<file path="src/rtl/fetch_sequencer_pkg.sv">
// Shared definitions for the 9-bit core fetch path.
// Holds the sequencer state type, the default geometry and the opcode map.
// No logic; imported by every fetch_sequencer file.
package fetch_sequencer_pkg;

    // Default geometry of the fetch path
    localparam int PC_W_DEF       = 10;
    localparam int START_ADDR_DEF = 0;
    localparam int CNT_W_DEF      = 16;

    // Sequencer states; instr_valid is decoded from ST_RUN
    typedef enum logic [1:0] {
        ST_IDLE   = 2'd0,
        ST_RUN    = 2'd1,
        ST_HALTED = 2'd2
    } state_e;

    // 9-bit instruction: op[8:6], fn[5:3], operand[2:0]
    localparam int OP_W = 3;
    localparam int FN_W = 3;

    localparam logic [OP_W-1:0] opALU    = 3'b000;
    localparam logic [OP_W-1:0] opLOAD   = 3'b001;
    localparam logic [OP_W-1:0] opSTORE  = 3'b010;
    localparam logic [OP_W-1:0] opMOV    = 3'b011;
    localparam logic [OP_W-1:0] opCMP    = 3'b100;
    localparam logic [OP_W-1:0] opBRANCH = 3'b101;
    localparam logic [OP_W-1:0] opIMM    = 3'b110;
    localparam logic [OP_W-1:0] opHALT   = 3'b111;

    localparam logic [FN_W-1:0] fnADD = 3'b000;
    localparam logic [FN_W-1:0] fnSUB = 3'b001;
    localparam logic [FN_W-1:0] fnAND = 3'b010;
    localparam logic [FN_W-1:0] fnOR  = 3'b011;
    localparam logic [FN_W-1:0] fnXOR = 3'b100;
    localparam logic [FN_W-1:0] fnSHL = 3'b101;
    localparam logic [FN_W-1:0] fnSHR = 3'b110;
    localparam logic [FN_W-1:0] fnNOT = 3'b111;

endpackage

</file>
<file path="src/rtl/fetch_sequencer_if.sv">
// Bundles the sequencer's control, decode-strobe and status signals.
// master = testbench/core side driving Start and decode strobes; slave = sequencer.
// No storage; pure wiring.
interface fetch_sequencer_if
    import fetch_sequencer_pkg::*;
#(
    parameter int PC_W  = PC_W_DEF,
    parameter int CNT_W = CNT_W_DEF
);
    // Requests and decode strobes into the sequencer
    logic              Start;
    logic              halt_req;
    logic              branch_en;
    logic [PC_W-1:0]   target;
    logic              flag_write;
    logic              flag_d;
    logic              overflow_write;
    logic              overflow_d;

    // Sequencer outputs
    logic [PC_W-1:0]   PC;
    logic              FLAG;
    logic              OVERFLOW;
    logic              instr_valid;
    logic              Done;
    logic [CNT_W-1:0]  instr_count;

    modport master (
        output Start, halt_req, branch_en, target,
               flag_write, flag_d, overflow_write, overflow_d,
        input  PC, FLAG, OVERFLOW, instr_valid, Done, instr_count
    );

    modport slave (
        input  Start, halt_req, branch_en, target,
               flag_write, flag_d, overflow_write, overflow_d,
        output PC, FLAG, OVERFLOW, instr_valid, Done, instr_count
    );

endinterface

</file>
<file path="src/rtl/fetch_sequencer_status_reg.sv">
// FLAG and OVERFLOW status registers written by the executing instruction.
// Latency: a write in cycle N is visible from cycle N+1; there is no bypass.
// Writes are accepted only while an instruction is valid; clear wins on program start.
module fetch_sequencer_status_reg (
    input  logic Clk,
    input  logic Reset,
    input  logic instr_valid_i,
    input  logic clear_i,
    input  logic flag_write_i,
    input  logic flag_d_i,
    input  logic overflow_write_i,
    input  logic overflow_d_i,
    output logic flag_o,
    output logic overflow_o
);

    logic flag_q, flag_d;
    logic ovf_q, ovf_d;

    // Next value: clear on run start, otherwise gated writes, otherwise hold
    always_comb begin
        flag_d = flag_q;
        ovf_d  = ovf_q;
        if (clear_i) begin
            flag_d = 1'b0;
            ovf_d  = 1'b0;
        end else if (instr_valid_i) begin
            if (flag_write_i) begin
                flag_d = flag_d_i;
            end
            if (overflow_write_i) begin
                ovf_d = overflow_d_i;
            end
        end
    end

    // Status storage with asynchronous reset
    always_ff @(posedge Clk or posedge Reset) begin
        if (Reset) begin
            flag_q <= 1'b0;
            ovf_q  <= 1'b0;
        end else begin
            flag_q <= flag_d;
            ovf_q  <= ovf_d;
        end
    end

    assign flag_o     = flag_q;
    assign overflow_o = ovf_q;

endmodule

</file>
<file path="src/rtl/fetch_sequencer.sv">
// Program counter and run/halt sequencer for the 9-bit core.
// Latency: Start to first instr_valid is one cycle; one instruction retires per RUN cycle.
// Start is a level; after HALTED it must drop low before another run can begin.
module fetch_sequencer
    import fetch_sequencer_pkg::*;
#(
    parameter int PC_W       = PC_W_DEF,
    parameter int START_ADDR = START_ADDR_DEF,
    parameter int CNT_W      = CNT_W_DEF
) (
    input  logic              Clk,
    input  logic              Reset,
    fetch_sequencer_if.slave  bus
);

    localparam logic [PC_W-1:0] START_PC = PC_W'(START_ADDR);

    state_e            state_q, state_d;
    logic [PC_W-1:0]   pc_q, pc_d;
    logic              done_q, done_d;
    logic [CNT_W-1:0]  cnt_q, cnt_d;
    logic              run_start;
    logic              instr_valid;

    assign instr_valid = (state_q == ST_RUN);

    // Next state, next PC, Done and retire counter
    always_comb begin
        state_d   = state_q;
        pc_d      = pc_q;
        done_d    = done_q;
        cnt_d     = cnt_q;
        run_start = 1'b0;
        unique case (state_q)
            ST_IDLE: begin
                if (bus.Start) begin
                    state_d   = ST_RUN;
                    pc_d      = START_PC;
                    cnt_d     = '0;
                    run_start = 1'b1;
                end
            end
            ST_RUN: begin
                // Counter saturates so a runaway program never wraps it
                if (cnt_q != {CNT_W{1'b1}}) begin
                    cnt_d = cnt_q + CNT_W'(1);
                end
                if (bus.halt_req) begin
                    state_d = ST_HALTED;
                    done_d  = 1'b1;
                end else if (bus.branch_en) begin
                    pc_d = bus.target;
                end else begin
                    // Natural overflow wraps the top address to zero
                    pc_d = pc_q + PC_W'(1);
                end
            end
            ST_HALTED: begin
                if (!bus.Start) begin
                    state_d = ST_IDLE;
                    done_d  = 1'b0;
                end
            end
            default: begin
                state_d = ST_IDLE;
                done_d  = 1'b0;
            end
        endcase
    end

    // Sequencer registers with asynchronous reset
    always_ff @(posedge Clk or posedge Reset) begin
        if (Reset) begin
            state_q <= ST_IDLE;
            pc_q    <= START_PC;
            done_q  <= 1'b0;
            cnt_q   <= '0;
        end else begin
            state_q <= state_d;
            pc_q    <= pc_d;
            done_q  <= done_d;
            cnt_q   <= cnt_d;
        end
    end

    fetch_sequencer_status_reg u_status (
        .Clk              (Clk),
        .Reset            (Reset),
        .instr_valid_i    (instr_valid),
        .clear_i          (run_start),
        .flag_write_i     (bus.flag_write),
        .flag_d_i         (bus.flag_d),
        .overflow_write_i (bus.overflow_write),
        .overflow_d_i     (bus.overflow_d),
        .flag_o           (bus.FLAG),
        .overflow_o       (bus.OVERFLOW)
    );

    assign bus.PC          = pc_q;
    assign bus.Done        = done_q;
    assign bus.instr_count = cnt_q;
    assign bus.instr_valid = instr_valid;

endmodule

</file>
<file path="src/flat_wrapper.sv">
// flat-port wrapper written by rule: the top's interface ports become plain ports
module fetch_sequencer_flat import fetch_sequencer_pkg::*;
#(
    parameter int PC_W       = PC_W_DEF,
    parameter int START_ADDR = START_ADDR_DEF,
    parameter int CNT_W      = CNT_W_DEF
)
  (Clk, Reset, bus_Start, bus_halt_req, bus_branch_en, bus_target, bus_flag_write, bus_flag_d, bus_overflow_write, bus_overflow_d, bus_PC, bus_FLAG, bus_OVERFLOW, bus_instr_valid, bus_Done, bus_instr_count);
  fetch_sequencer_if #(.PC_W(PC_W), .CNT_W(CNT_W)) bus_i ();
  input  logic Clk;
  input  logic Reset;
  input wire logic [$bits(bus_i.Start)-1:0] bus_Start;
  input wire logic [$bits(bus_i.halt_req)-1:0] bus_halt_req;
  input wire logic [$bits(bus_i.branch_en)-1:0] bus_branch_en;
  input wire logic [$bits(bus_i.target)-1:0] bus_target;
  input wire logic [$bits(bus_i.flag_write)-1:0] bus_flag_write;
  input wire logic [$bits(bus_i.flag_d)-1:0] bus_flag_d;
  input wire logic [$bits(bus_i.overflow_write)-1:0] bus_overflow_write;
  input wire logic [$bits(bus_i.overflow_d)-1:0] bus_overflow_d;
  output wire logic [$bits(bus_i.PC)-1:0] bus_PC;
  output wire logic [$bits(bus_i.FLAG)-1:0] bus_FLAG;
  output wire logic [$bits(bus_i.OVERFLOW)-1:0] bus_OVERFLOW;
  output wire logic [$bits(bus_i.instr_valid)-1:0] bus_instr_valid;
  output wire logic [$bits(bus_i.Done)-1:0] bus_Done;
  output wire logic [$bits(bus_i.instr_count)-1:0] bus_instr_count;
  assign bus_i.Start = bus_Start;
  assign bus_i.halt_req = bus_halt_req;
  assign bus_i.branch_en = bus_branch_en;
  assign bus_i.target = bus_target;
  assign bus_i.flag_write = bus_flag_write;
  assign bus_i.flag_d = bus_flag_d;
  assign bus_i.overflow_write = bus_overflow_write;
  assign bus_i.overflow_d = bus_overflow_d;
  assign bus_PC = bus_i.PC;
  assign bus_FLAG = bus_i.FLAG;
  assign bus_OVERFLOW = bus_i.OVERFLOW;
  assign bus_instr_valid = bus_i.instr_valid;
  assign bus_Done = bus_i.Done;
  assign bus_instr_count = bus_i.instr_count;
  fetch_sequencer #(.PC_W(PC_W), .START_ADDR(START_ADDR), .CNT_W(CNT_W)) u_core (.Clk(Clk), .Reset(Reset), .bus(bus_i));
endmodule
</file>
<file path="config.mk">
export PLATFORM = sky130hd
export DESIGN_NAME = fetch_sequencer_flat
export DESIGN_NICKNAME = d
export VERILOG_FILES = /design/src/rtl/fetch_sequencer_pkg.sv /design/src/rtl/fetch_sequencer_if.sv /design/src/rtl/fetch_sequencer_status_reg.sv /design/src/rtl/fetch_sequencer.sv /design/src/flat_wrapper.sv
export SDC_FILE = /design/constraint.sdc
export NUM_CORES = 1
export LEC_CHECK = 0
export BUFFER_PORTS_ARGS = -buffer_cell sky130_fd_sc_hd__buf_2
export CORE_ASPECT_RATIO = 2
export CORE_MARGIN = 1.5
export CORE_UTILIZATION = 30
export DETAILED_ROUTE_END_ITERATION = 16
export PLACE_DENSITY = 0.54
export SLEW_MARGIN = 20
export SYNTH_ARGS = -nofsm -noshare
export SYNTH_HDL_FRONTEND = slang
export SYNTH_SLANG_ARGS = --single-unit
</file>
<file path="constraint.sdc">
create_clock -name Clk -period 4.26 [get_ports Clk]
set_clock_uncertainty 0.05 [all_clocks]
set_input_delay 0.426 -clock Clk [delete_from_list [all_inputs] [get_ports Clk]]
set_output_delay 0.426 -clock Clk [all_outputs]
set_load 0.005 [all_outputs]
</file>
* Yosys cells after proc, flatten, opt, wreduce, memory -nomap -nowiden
Index checks and enable logic that the tools add are counted.
Storage, ports and cells: register bits 31, bits in latches 0, bits in writable memories 0, ROM bits 0, input port bits 19, logic and storage cells 50, memories 0
Operators by class: add/sub/neg operators 2, multipliers 0, div/mod/pow operators 0, $lt $le $gt $ge 0, eq/ne operators 8, shifts and indexed selects 0, multiplexer cells 22, bitwise operators 1, reductions and logical operators 11
Operators with widths (number):
- $mux 16 | 2
- $pmux 16 s2 | 1
- $mux 10 | 3
- $pmux 10 s2 | 1
- $add 16x1->16 const B | 1
- $ne 16x16->1 const B | 1
- $reduce_and 3->1 | 4
- $add 10x1->10 const B | 1
- $mux 1 | 10
- $ne 2x2->1 const B | 4
- $reduce_bool 2->1 | 4
- $mux 2 | 3
- $pmux 2 s3 | 1
- $reduce_and 2->1 | 2
- $pmux 1 s3 | 1
- $eq 2x1->1 const B | 1
- $eq 2x2->1 const B | 1
- $logic_not 2->1 | 1
- $ne 2x1->1 const B | 1
- $not 1->1 | 1

* Longest topological paths before layout
Gate-level depths: netlist of run 1.
depth after elaboration 4, mapped depth 6, depth with buffers taken out 5

* Cells and area by module
Synthesis of run 1 repeated with hierarchy kept, for this count alone.
Unflattened totals: cells, all modules 197, area total of the unflattened synthesis 1795.5 um^2
Modules (own cells, without submodules):
- fetch_sequencer | instances 1, cells each 188, area an instance 1701.6 um^2, sequential area each 725.7 um^2
- fetch_sequencer_status_reg | instances 1, cells each 9, area an instance 93.8 um^2, sequential area each 50.0 um^2

* Worst setup path after synthesis of run 1
No wires, ideal clock.
kind register to register, start register u_core.cnt_q[0], in the netlist u_core.bus.instr_count[0], end register u_core.cnt_q[12], in the netlist u_core.bus.instr_count[12], setup time 78 ps, data arrival time 1792 ps, slack 2340 ps, cell stages (with the launch flop) 6, buffers on the path 0, clock period less this slack 1920 ps, cell sequence dfrtp_1 > ha_1 > nand3b_1 > or3_4 > or4_1 > a21oi_1
Between the ends: word-level cells in the longest chain between the ends 3
Ends and longest elaborated chain:
- from (decl) | line fetch_sequencer.sv:21 | logic [CNT_W-1:0] cnt_q, cnt_d;
- from (signal assigned) | line fetch_sequencer.sv:82 | cnt_q <= cnt_d;
- $add 16x1->16 or $ne 16x16->1 (tied branches) | line fetch_sequencer.sv:46, fetch_sequencer.sv:45
- $mux 16 or $ne 2x1->1 (tied branches)
- $pmux 16 s2 or $reduce_and 3->1 (tied branches)
Parallel ways exist; a longest one is shown, timed or not. The select of a mux whose other input is x is not followed. A chain may end at the register's enable or synchronous reset.

* Final worst setup path of run 1
Same ends and word-level chain as after synthesis.

==> results of run 1 <==
==> per-stage QoR <==
stage | power [mW] | hold slack [ps]
4_1_cts | 1.12 | 198
3_5_place_dp | 0.766 | 474
2_1_floorplan | 0.630 | 444
6_report | 1.10 | 183
5_1_grt | 1.18 | 232
3_3_place_gp | 0.764 | 472
==> worst paths after layout <==
| check | slack, ps | cells past startpoint | endpoint | start |
|---|---|---|---|---|
| worst max register to register | 2160 | 5 | u_core.bus.instr_count[12] | u_core.bus.instr_count[0] |
| worst max-delay path | 2160 | 5 | u_core.bus.instr_count[12] | u_core.bus.instr_count[0] |
| min in group Clk | 360 | 3 | u_core.u_status.overflow_o | bus_overflow_write |
| worst min register to register | 480 | 2 | u_core.u_status.flag_o | u_core.u_status.flag_o |
| worst min-delay path | 180 | 3 | u_core.bus.instr_count[0] | Reset |
| max in group asynchronous | 3680 | 3 | u_core.bus.PC[4] | Reset |
==> power by group through the flow <==
stage	registers, mW	logic, mW	clock network, mW
after global placement	0.462	0.302	0
after floorplan	0.436	0.194	0
after global routing	0.476	0.338	0.363
final	0.460	0.297	0.342
after detailed placement	0.464	0.303	0
after CTS	0.461	0.304	0.351
==> registers in the layout, summed over array words and instances (netlist names) <==
| signal | count |
|---|---|
| u_core.u_status.overflow_o | 1 |
| u_core.state_q | 2 |
| u_core.u_status.flag_o | 1 |
| u_core.bus.PC | 10 |
| u_core.bus.instr_count | 16 |
| u_core.bus.Done | 1 |
==> cell usage in the layout (no fill, tap or decap), types with 4 or more instances in the layout <==
cell type / netlist / routed
buf_2: 0 / 48
dfrtp_1: 31 / 31
o21ai_0: 21 / 21
nand2_1: 21 / 21
a21oi_1: 17 / 17
nor2_1: 11 / 11
nand3_1: 8 / 8
inv_1: 5 / 5
nor3_1: 5 / 5
clkbuf_16: 0 / 5
nor2b_1: 4 / 4
and4_1: 4 / 4
and3_1: 4 / 4
nand4_1: 4 / 4
o31ai_1: 4 / 4
mux2i_1: 4 / 4
==> critical path: cells and delay by family, from the launching register on <==
| kind | cells | cell delay, ps |
|---|---|---|
| AO/OA/AOI/OAI | 1 | 140 |
| adder cells (fa/ha/maj) | 1 | 250 |
| flip-flops | 1 | 430 |
| AND/OR/NAND/NOR | 3 | 1160 |
==> cell families (layout without fill, tap and decap cells) <==
| logic type | after synthesis | count (layout) |
|---|---|---|
| buffers and inverters | 15 | 63 |
| adder cells (fa/ha/maj) | 2 | 2 |
| flip-flops | 31 | 31 |
| multiplexers | 4 | 4 |
| AND/OR/NAND/NOR | 80 | 80 |
| XOR/XNOR | 1 | 1 |
| AO/OA/AOI/OAI | 60 | 60 |
==> area by class of cell <==
cell class / instances / area [sq um]
clock inverters: 1 / 5.00
fillers: 614 / 3490
inverters: 5 / 18.8
multi-input cells: 147 / 902
flip-flops and latches: 31 / 776
clock buffers: 7 / 133
well taps: 61 / 76.3
repair buffers: 50 / 255
==> per-layer routing <==
layer,share of wire [%],global-route usage (%)
met5,0,0
met4,3.1,7.91
met3,3.9,3.16
met2,55,30.2
met1,38,15.6
==> flow_summary.toml, run 1 <==
[setup_path]
start_kind = "register"
path_cells = "ha_1 -> nand3b_1 -> or3_4 -> or4_1 -> a21oi_1"
critPathCaptureType = "register"
arrival_ps = 2250
max_stage_delay_ps = 510
worstPathRequired_ps = 4410
path_max_fanout = 7
critical_path_class = "reg -> reg"
crit_path_top_delay_cell = "or4_1"

[global_route]
grt-ovfl-total = 0
grt_max_degree = 32
grt_pass1_vias = 1671
track_usage_pct = 15.9
grt_pass1_wl_microns = 7830
antenna_found_initial = 0

[power_and_ir_drop]
switchingPower_mw = 0.391
power_frac_seq_pct = 41.9
ir_drop_mv = 0.254
comb_power_share_pct = 27.0
p_per_area_mw_per_mm2 = 508
p_int_mw = 0.709
clock_power_share_pct = 31.1
leakagePower_nw = 1.02
swShare_pct = 35.5

[sta]
worst_pin_slew_ps = 720
slew_violations = 0
worst_slack_ps = 2160
setup_tns_ps = 0
finalCritPeriodShare_pct = 49.3
period_minus_slack_ps = 2100
setup_viol = 0
hold_viol = 0
clock.fmax_mhz = 476
max_slew_margin_pct = 51.6
rsz0062_at_grt = "no"

[routing]
post-route-drc-count = 0
post_drt_wl_per_cell_microns = 16.0
routed_via_density = 5.61
num_vias = 1694
ant_nets = 0
drtIter0Drc = 51
drtPass1Iterations = 4
wirelength_microns = 4840

[outcome]
status = "finished clean"

[flow_run]
maxCapViolCount = 0

[floorplanning]
die-area_sq_mm = 0.00627
die_y_microns = 111
row_count = 39
pin_count = 49
coreArea_sq_mm = 0.00566
initial_core_util_pct = 30.6
chipWidth_microns = 56.8

[synth]
yosysMostFrequentCell = "dfrtp_1"
syn-instance-count = 193
synth_top_family_by_area = "simple AND/OR/NAND/NOR gates"
synth_commonest_cells = "dfrtp_1 (31), nand2_1 (21), o21ai_0 (21)"
avgSynthCellArea_sq_um = 8.99
synthSimpleGateAreaFrac_pct = 26.6
synth_nets = 214
ys_top_cells_by_area = "dfrtp_1 (45%), o21ai_0 (6.1%), a21oi_1 (4.9%)"
async_reset_ff_share_pct = 100
yosys.area.top_type_share_pct = 44.7
synth_xor_area_share_pct = 0.505
yosys.area_share.adder_pct = 1.44
ys_ff_latch = 31
synth_edf_count = 0
netlist_area_sq_mm = 0.00173
yosysSeqAreaShare_pct = 44.7
yosysTopAreaCell = "dfrtp_1"
synth-main-ff-cell = "dfrtp_1"
synth_cell_types = 44
synth_warnings = 0
synth_compound_area_share_pct = 21.1
synth.area.mux_share_pct = 2.31

[layout]
layout.nets = 261
fin_util_pct = 38.3
drive_gt1_share_pct = 25.7
area_delta_synth_final_pct = 24.9
stdcell_count = 302
final_cell_area_sq_mm = 0.00217
diodes = 0

[clocking]
insertion_delay_ps = 280
cts_tree = "yes"
clock_sinks = 31
hold_buffers = 0
numCtsBuffers = 5
cts_resized = 0
root_buffer = "clkbuf_16"
clk_pin_slew_worst_paths_ps = 60
cts_setup_buffers = 0
clock_path_buffers = 2
htreeDepth = 2

[min_path]
hold_path.class = "in -> async"

[place]
place_congestion = 0.885
placement.io_buffers = 48
post-place-ws_ps = 2190
dp_hpwl_microns = 3570
dp_cells = 294
placed_cell_area_sq_mm = 0.00203
(Power assumes the default switching activity.)
==> run 2: changes to the inputs <==
--- a/config.mk
+++ b/config.mk
@@ -5,12 +5,13 @@
 export SDC_FILE = /design/constraint.sdc
 export NUM_CORES = 1
 export LEC_CHECK = 0
+export ABC_AREA = 1
 export BUFFER_PORTS_ARGS = -buffer_cell sky130_fd_sc_hd__buf_2
 export CORE_ASPECT_RATIO = 2
 export CORE_MARGIN = 1.5
 export CORE_UTILIZATION = 30
 export DETAILED_ROUTE_END_ITERATION = 16
-export PLACE_DENSITY = 0.54
+export PLACE_DENSITY = 0.55
 export SLEW_MARGIN = 20
 export SYNTH_ARGS = -nofsm -noshare
 export SYNTH_HDL_FRONTEND = slang
==> constraint.sdc (replaced) <==
create_clock -name Clk -period 1.7 [get_ports Clk]
set_clock_uncertainty 0.05 [all_clocks]
set_input_delay 0.17 -clock Clk [delete_from_list [all_inputs] [get_ports Clk]]
set_output_delay 0.17 -clock Clk [all_outputs]
set_load 0.005 [all_outputs]
==> flow_summary.toml, run 2 <==
[outcome]
status = "finished clean"

[global_route]
grt_max_degree = 32
grt_pass1_vias = 1886
use_met3_pct = 2.86
grt-busiest-layer = "met2"
grt-ovfl-total = 0
grt_pass1_wl_microns = 9120
met2_usage_pct = 34.6
antenna_found_initial = 0
grt_use_met1_pct = 16.9
track_usage_pct = 17.7

[synth]
synth_warnings = 0
netlist_area_sq_mm = 0.00196
yosysTopAreaCell = "dfrtp_1"
ys_ff_latch = 31
yosysSeqAreaShare_pct = 39.6
synth-main-ff-cell = "dfrtp_1"
synth_commonest_cells = "nand2_1 (78), nor2_1 (33), dfrtp_1 (31)"
syn-instance-count = 267
async_reset_ff_share_pct = 100
yosys.area.top_type_share_pct = 39.6
yosysMostFrequentCell = "nand2_1"
synth_edf_count = 0
avgSynthCellArea_sq_um = 7.33
ys_top_cells_by_area = "dfrtp_1 (40%), nand2_1 (15%), nand3_1 (6.9%)"
synth_nets = 288
synth_cell_types = 28

[routing]
ant_nets = 0
post_drt_wl_per_cell_microns = 13.4
drtIter0Drc = 67
post-route-drc-count = 0
num_vias = 1979
routed_via_density = 4.66
drtPass1Iterations = 4
wirelength_microns = 5680

[layout]
layout_common_cells = "nand2_1 (78), buf_2 (48), nor2_1 (31), dfrtp_1 (31), nand3_1 (27)"
layout_commonest_cell = "nand2_1"
area_delta_synth_final_pct = 32.7
layout.nets = 359
drive_gt1_share_pct = 31.6
diodes = 0
largest_register_ffs = 16
fin_util_pct = 41.1

[clocking]
insertion_delay_ps = 280
root_buffer = "clkbuf_16"
htreeDepth = 2
clock_sinks = 31
cts_setup_buffers = 0
clk_pin_slew_worst_paths_ps = 60
numCtsBuffers = 5
cts_tree = "yes"
clock_path_buffers = 2

[sta]
slew_violations = 0
finalCritPeriodShare_pct = 92.4
setup_viol = 0
setup_tns_ps = 0
rsz0062_at_grt = "no"
worst_pin_slew_ps = 438
max_slew_margin_pct = 70.8
clock.fmax_mhz = 637
period_minus_slack_ps = 1570
hold_viol = 0

[min_path]
hold_path.class = "in -> reg"
whs_path_depth = 2

[floorplanning]
row_count = 41
pin_count = 49
die-area_sq_mm = 0.00705
chipWidth_microns = 60.1
coreArea_sq_mm = 0.00631
initial_core_util_pct = 31.0
die_y_microns = 117

[place]
place_congestion = 0.793
dp_hpwl_microns = 4400
placement.io_buffers = 48

[setup_path]
critPathCaptureType = "register"
path_max_fanout = 12
arrival_ps = 1720
worstPathRequired_ps = 1850
start_kind = "register"
critical_path_class = "reg -> reg"
rr_worst_depth = 10

[power_and_ir_drop]
ir_drop_mv = 0.544
leakagePower_nw = 1.33
p_per_area_mw_per_mm2 = 1290

[flow_run]
maxCapViolCount = 0
## run 2: where the power goes
part / switching (mW) / total (mW) / internal (mW)
Sequential: 0.190 / 1.12 / 0.932
Clock: 0.326 / 0.949 / 0.623
Combinational: 0.743 / 1.27 / 0.526
Total: 1.26 / 3.34 / 2.08
## run 2: area by class of cell
type	instances	area, sq um
inverter	26	97.6
clock buffer	8	156
tap	86	108
sequential	31	776
timing repair buffer	69	413
fill	684	3710
multi-input combinational	205	1050
## run 2: worst paths after layout
check / startpoint / endpoint / slack [ps]
max: u_core.bus.instr_count[1] / u_core.bus.instr_count[11] / 130
min: bus_Start / u_core.state_q[1] / 120
max reg2reg: u_core.bus.instr_count[1] / u_core.bus.instr_count[11] / 130
min reg2reg: u_core.bus.Done / u_core.bus.Done / 430
max in group asynchronous: Reset / u_core.bus.instr_count[9] / 830
min in group asynchronous: Reset / u_core.bus.instr_count[3] / 460
## run 2: metal layers
layer / share of wire, % / vias up
met5: 0 / -
met4: 2.4 / 0
met1: 36 / 926
li1: - / 998
met3: 3.2 / 8
met2: 59 / 47
## run 2: critical path, cell delays in order (launching register included)
cell     delay (ps)
dfrtp_1         350
ha_1            180
nand2_2          80
nor2_4          110
nand2_2          80
nor2_2          100
nand3_2         100
nand2_4         170
buf_12          160
nand2_2          50
o21ai_2          50
## run 2: repair_timing
| item | CTS | global route |
|---|---|---|
| hold endpoints to repair | 31 | 0 |
| resized for setup | 0 | 2 |
| setup endpoints to repair | 0 | 2 |
| hold buffers | 1 | 0 |
## run 2: cells by family after synthesis
| logic type | Yosys count | share of synthesized area, % |
|---|---|---|
| flip-flops | 31 | 39.6 |
| adder cells (fa/ha/maj) | 2 | 1.28 |
| multiplexers | 1 | 0.512 |
| AO/OA/AOI/OAI | 25 | 8.89 |
| buffers and inverters | 31 | 7.16 |
| XOR/XNOR | 9 | 4.03 |
| AND/OR/NAND/NOR | 168 | 38.5 |
## run 2: metrics by stage
step | std cells | instance area [sq um] | worst slack, ps | total power, mW | hold slack, ps
floorplan | 267 | 1960 | 77.4 | 1.92 | 224
global placement | 416 | 2420 | 87.7 | 2.40 | 239
detailed placement | 416 | 2420 | 55.3 | 2.42 | 242
CTS | 425 | 2590 | 32.9 | 3.38 | 115
global route | 425 | 2600 | 0.831 | 3.57 | 126
finish | 425 | 2600 | 130 | 3.34 | 119
==> run 3: changes to the inputs <==
--- a/config.mk
+++ b/config.mk
@@ -9,9 +9,9 @@
 export BUFFER_PORTS_ARGS = -buffer_cell sky130_fd_sc_hd__buf_2
 export CORE_ASPECT_RATIO = 2
 export CORE_MARGIN = 1.5
-export CORE_UTILIZATION = 30
+export CORE_UTILIZATION = 57
 export DETAILED_ROUTE_END_ITERATION = 16
-export PLACE_DENSITY = 0.55
+export PLACE_DENSITY = 0.88
 export SLEW_MARGIN = 20
 export SYNTH_ARGS = -nofsm -noshare
 export SYNTH_HDL_FRONTEND = slang
==> constraint.sdc (replaced) <==
create_clock -name Clk -period 2 [get_ports Clk]
set_clock_uncertainty 0.05 [all_clocks]
set_input_delay 0.2 -clock Clk [delete_from_list [all_inputs] [get_ports Clk]]
set_output_delay 0.2 -clock Clk [all_outputs]
set_load 0.005 [all_outputs]
==> flow_summary.toml, run 3 (same netlist as run 2, synthesis figures left out) <==
[outcome]
status = "finished with violations"
violations = "DRC"

[sta]
rsz0062_at_grt = "no"
clock.fmax_mhz = 540
worst_slack_ps = 150
setup_tns_ps = 0
hold_viol = 0
hold_ws_ps = 137
finalCritPeriodShare_pct = 92.5
max_slew_margin_pct = 71.9
worst_pin_slew_ps = 422
setup_viol = 0
slew_violations = 0
period_minus_slack_ps = 1850

[layout]
drive_gt1_share_pct = 28.0
largest_register_ffs = 16
n_fill_cell = 280
register_area_sq_um = 776
fin_util_pct = 70.6
diodes = 0
multiInputGateArea_sq_mm = 0.00105
layout_common_cells = "nand2_1 (78), buf_2 (48), nor2_1 (33), dfrtp_1 (31), nand3_1 (27)"
area_delta_synth_final_pct = 20.5
layout.nets = 345
layout_commonest_cell = "nand2_1"

[setup_path]
path_max_fanout = 22
critical_path_class = "reg -> reg"
arrival_ps = 1980
r2r_slack_ps = 150
worstPathRequired_ps = 2130
critPathCaptureType = "register"
start_kind = "register"

[global_route]
grt-ovfl-total = 0
grt_max_degree = 32
grt_pass1_wl_microns = 8290
track_usage_pct = 29.5
antenna_found_initial = 0
grt_pass1_vias = 2019

[routing]
post_drt_wl_per_cell_microns = 14.2
routed_via_density = 5.68
ant_nets = 0
num_vias = 2027
drtIter0Drc = 34
post-route-drc-count = 2
wirelength_microns = 5070
drtPass1Iterations = 10

[clocking]
clock_sinks = 31
cts_tree = "yes"
insertion_delay_ps = 290
cts_setup_buffers = 0
clk_pin_slew_worst_paths_ps = 70
numCtsBuffers = 5
root_buffer = "clkbuf_8"
htreeDepth = 2
clock_path_buffers = 2

[place]
place_congestion = 0.974
placement.io_buffers = 48
post-place-ws_ps = 134
dp_hpwl_microns = 3910

[floorplanning]
die_y_microns = 85.9
pin_count = 49
row_count = 30
chipWidth_microns = 44.4
coreArea_sq_mm = 0.00334
die-area_sq_mm = 0.00381
initial_core_util_pct = 58.6

[power_and_ir_drop]
ir_drop_mv = 0.809
power.total_mw = 2.51
leakagePower_nw = 1.23
p_per_area_mw_per_mm2 = 1060

[flow_run]
maxCapViolCount = 0

[min_path]
hold_path.class = "in -> reg"
run 3: cell count changes in the layout (fill, tap and decap cells not counted), sizes merged:
cell and change:
buf -14
run 3: power breakdown:
group / switching, mW / internal [mW]
logic: 0.624 / 0.362
clock network: 0.243 / 0.314
registers: 0.173 / 0.791
total: 1.04 / 1.47
run 3: area by class of cell:
cell class	count	area share, %
Tap cell	32	1.70
Sequential cell	31	32.9
Clock buffer	8	4.24
Inverter	26	4.14
Timing Repair Buffer	55	12.5
Multi-Input combinational cell	205	44.5
run 3: final timing paths:
check                                     startpoint                    endpoint  cells past startpoint
setup reg to reg           u_core.bus.instr_count[1]   u_core.bus.instr_count[7]                     10
setup / recovery           u_core.bus.instr_count[1]   u_core.bus.instr_count[7]                     10
hold reg to reg                      u_core.bus.Done             u_core.bus.Done                      2
min in group asynchronous                      Reset   u_core.bus.instr_count[4]                      4
hold / removal                            bus_flag_d      u_core.u_status.flag_o                      3
max in group asynchronous                      Reset  u_core.u_status.overflow_o                      4
run 3: metrics by stage:
stage | instances | instance area [sq um]
3_3_place_gp | 348 | 2240
4_1_cts | 357 | 2350
2_1_floorplan | 267 | 1960
5_1_grt | 357 | 2360
3_5_place_dp | 348 | 2240
6_report | 357 | 2360
run 3: what timing repair did:
action	CTS	global route
hold buffers	1	0
hold endpoints to repair	31	0
resized for setup	0	1
setup endpoints to repair	0	2
run 3: worst max-delay path, stage by stage (launching register included):
cell	delay, ps
dfrtp_1	410
ha_1	270
nand2_2	100
nor2_4	140
nand2_2	90
nor2_2	100
nand3_2	150
nand2_8	210
inv_1	90
nand2_1	80
nand2_1	50
run 3: metal layers:
| metal | global-route usage, % | share of wire [%] |
|---|---|---|
| met5 | 0 | 0 |
| met4 | 19.3 | 5.3 |
| met3 | 5.05 | 3.9 |
| met2 | 55.3 | 58 |
| met1 | 26.6 | 32 |
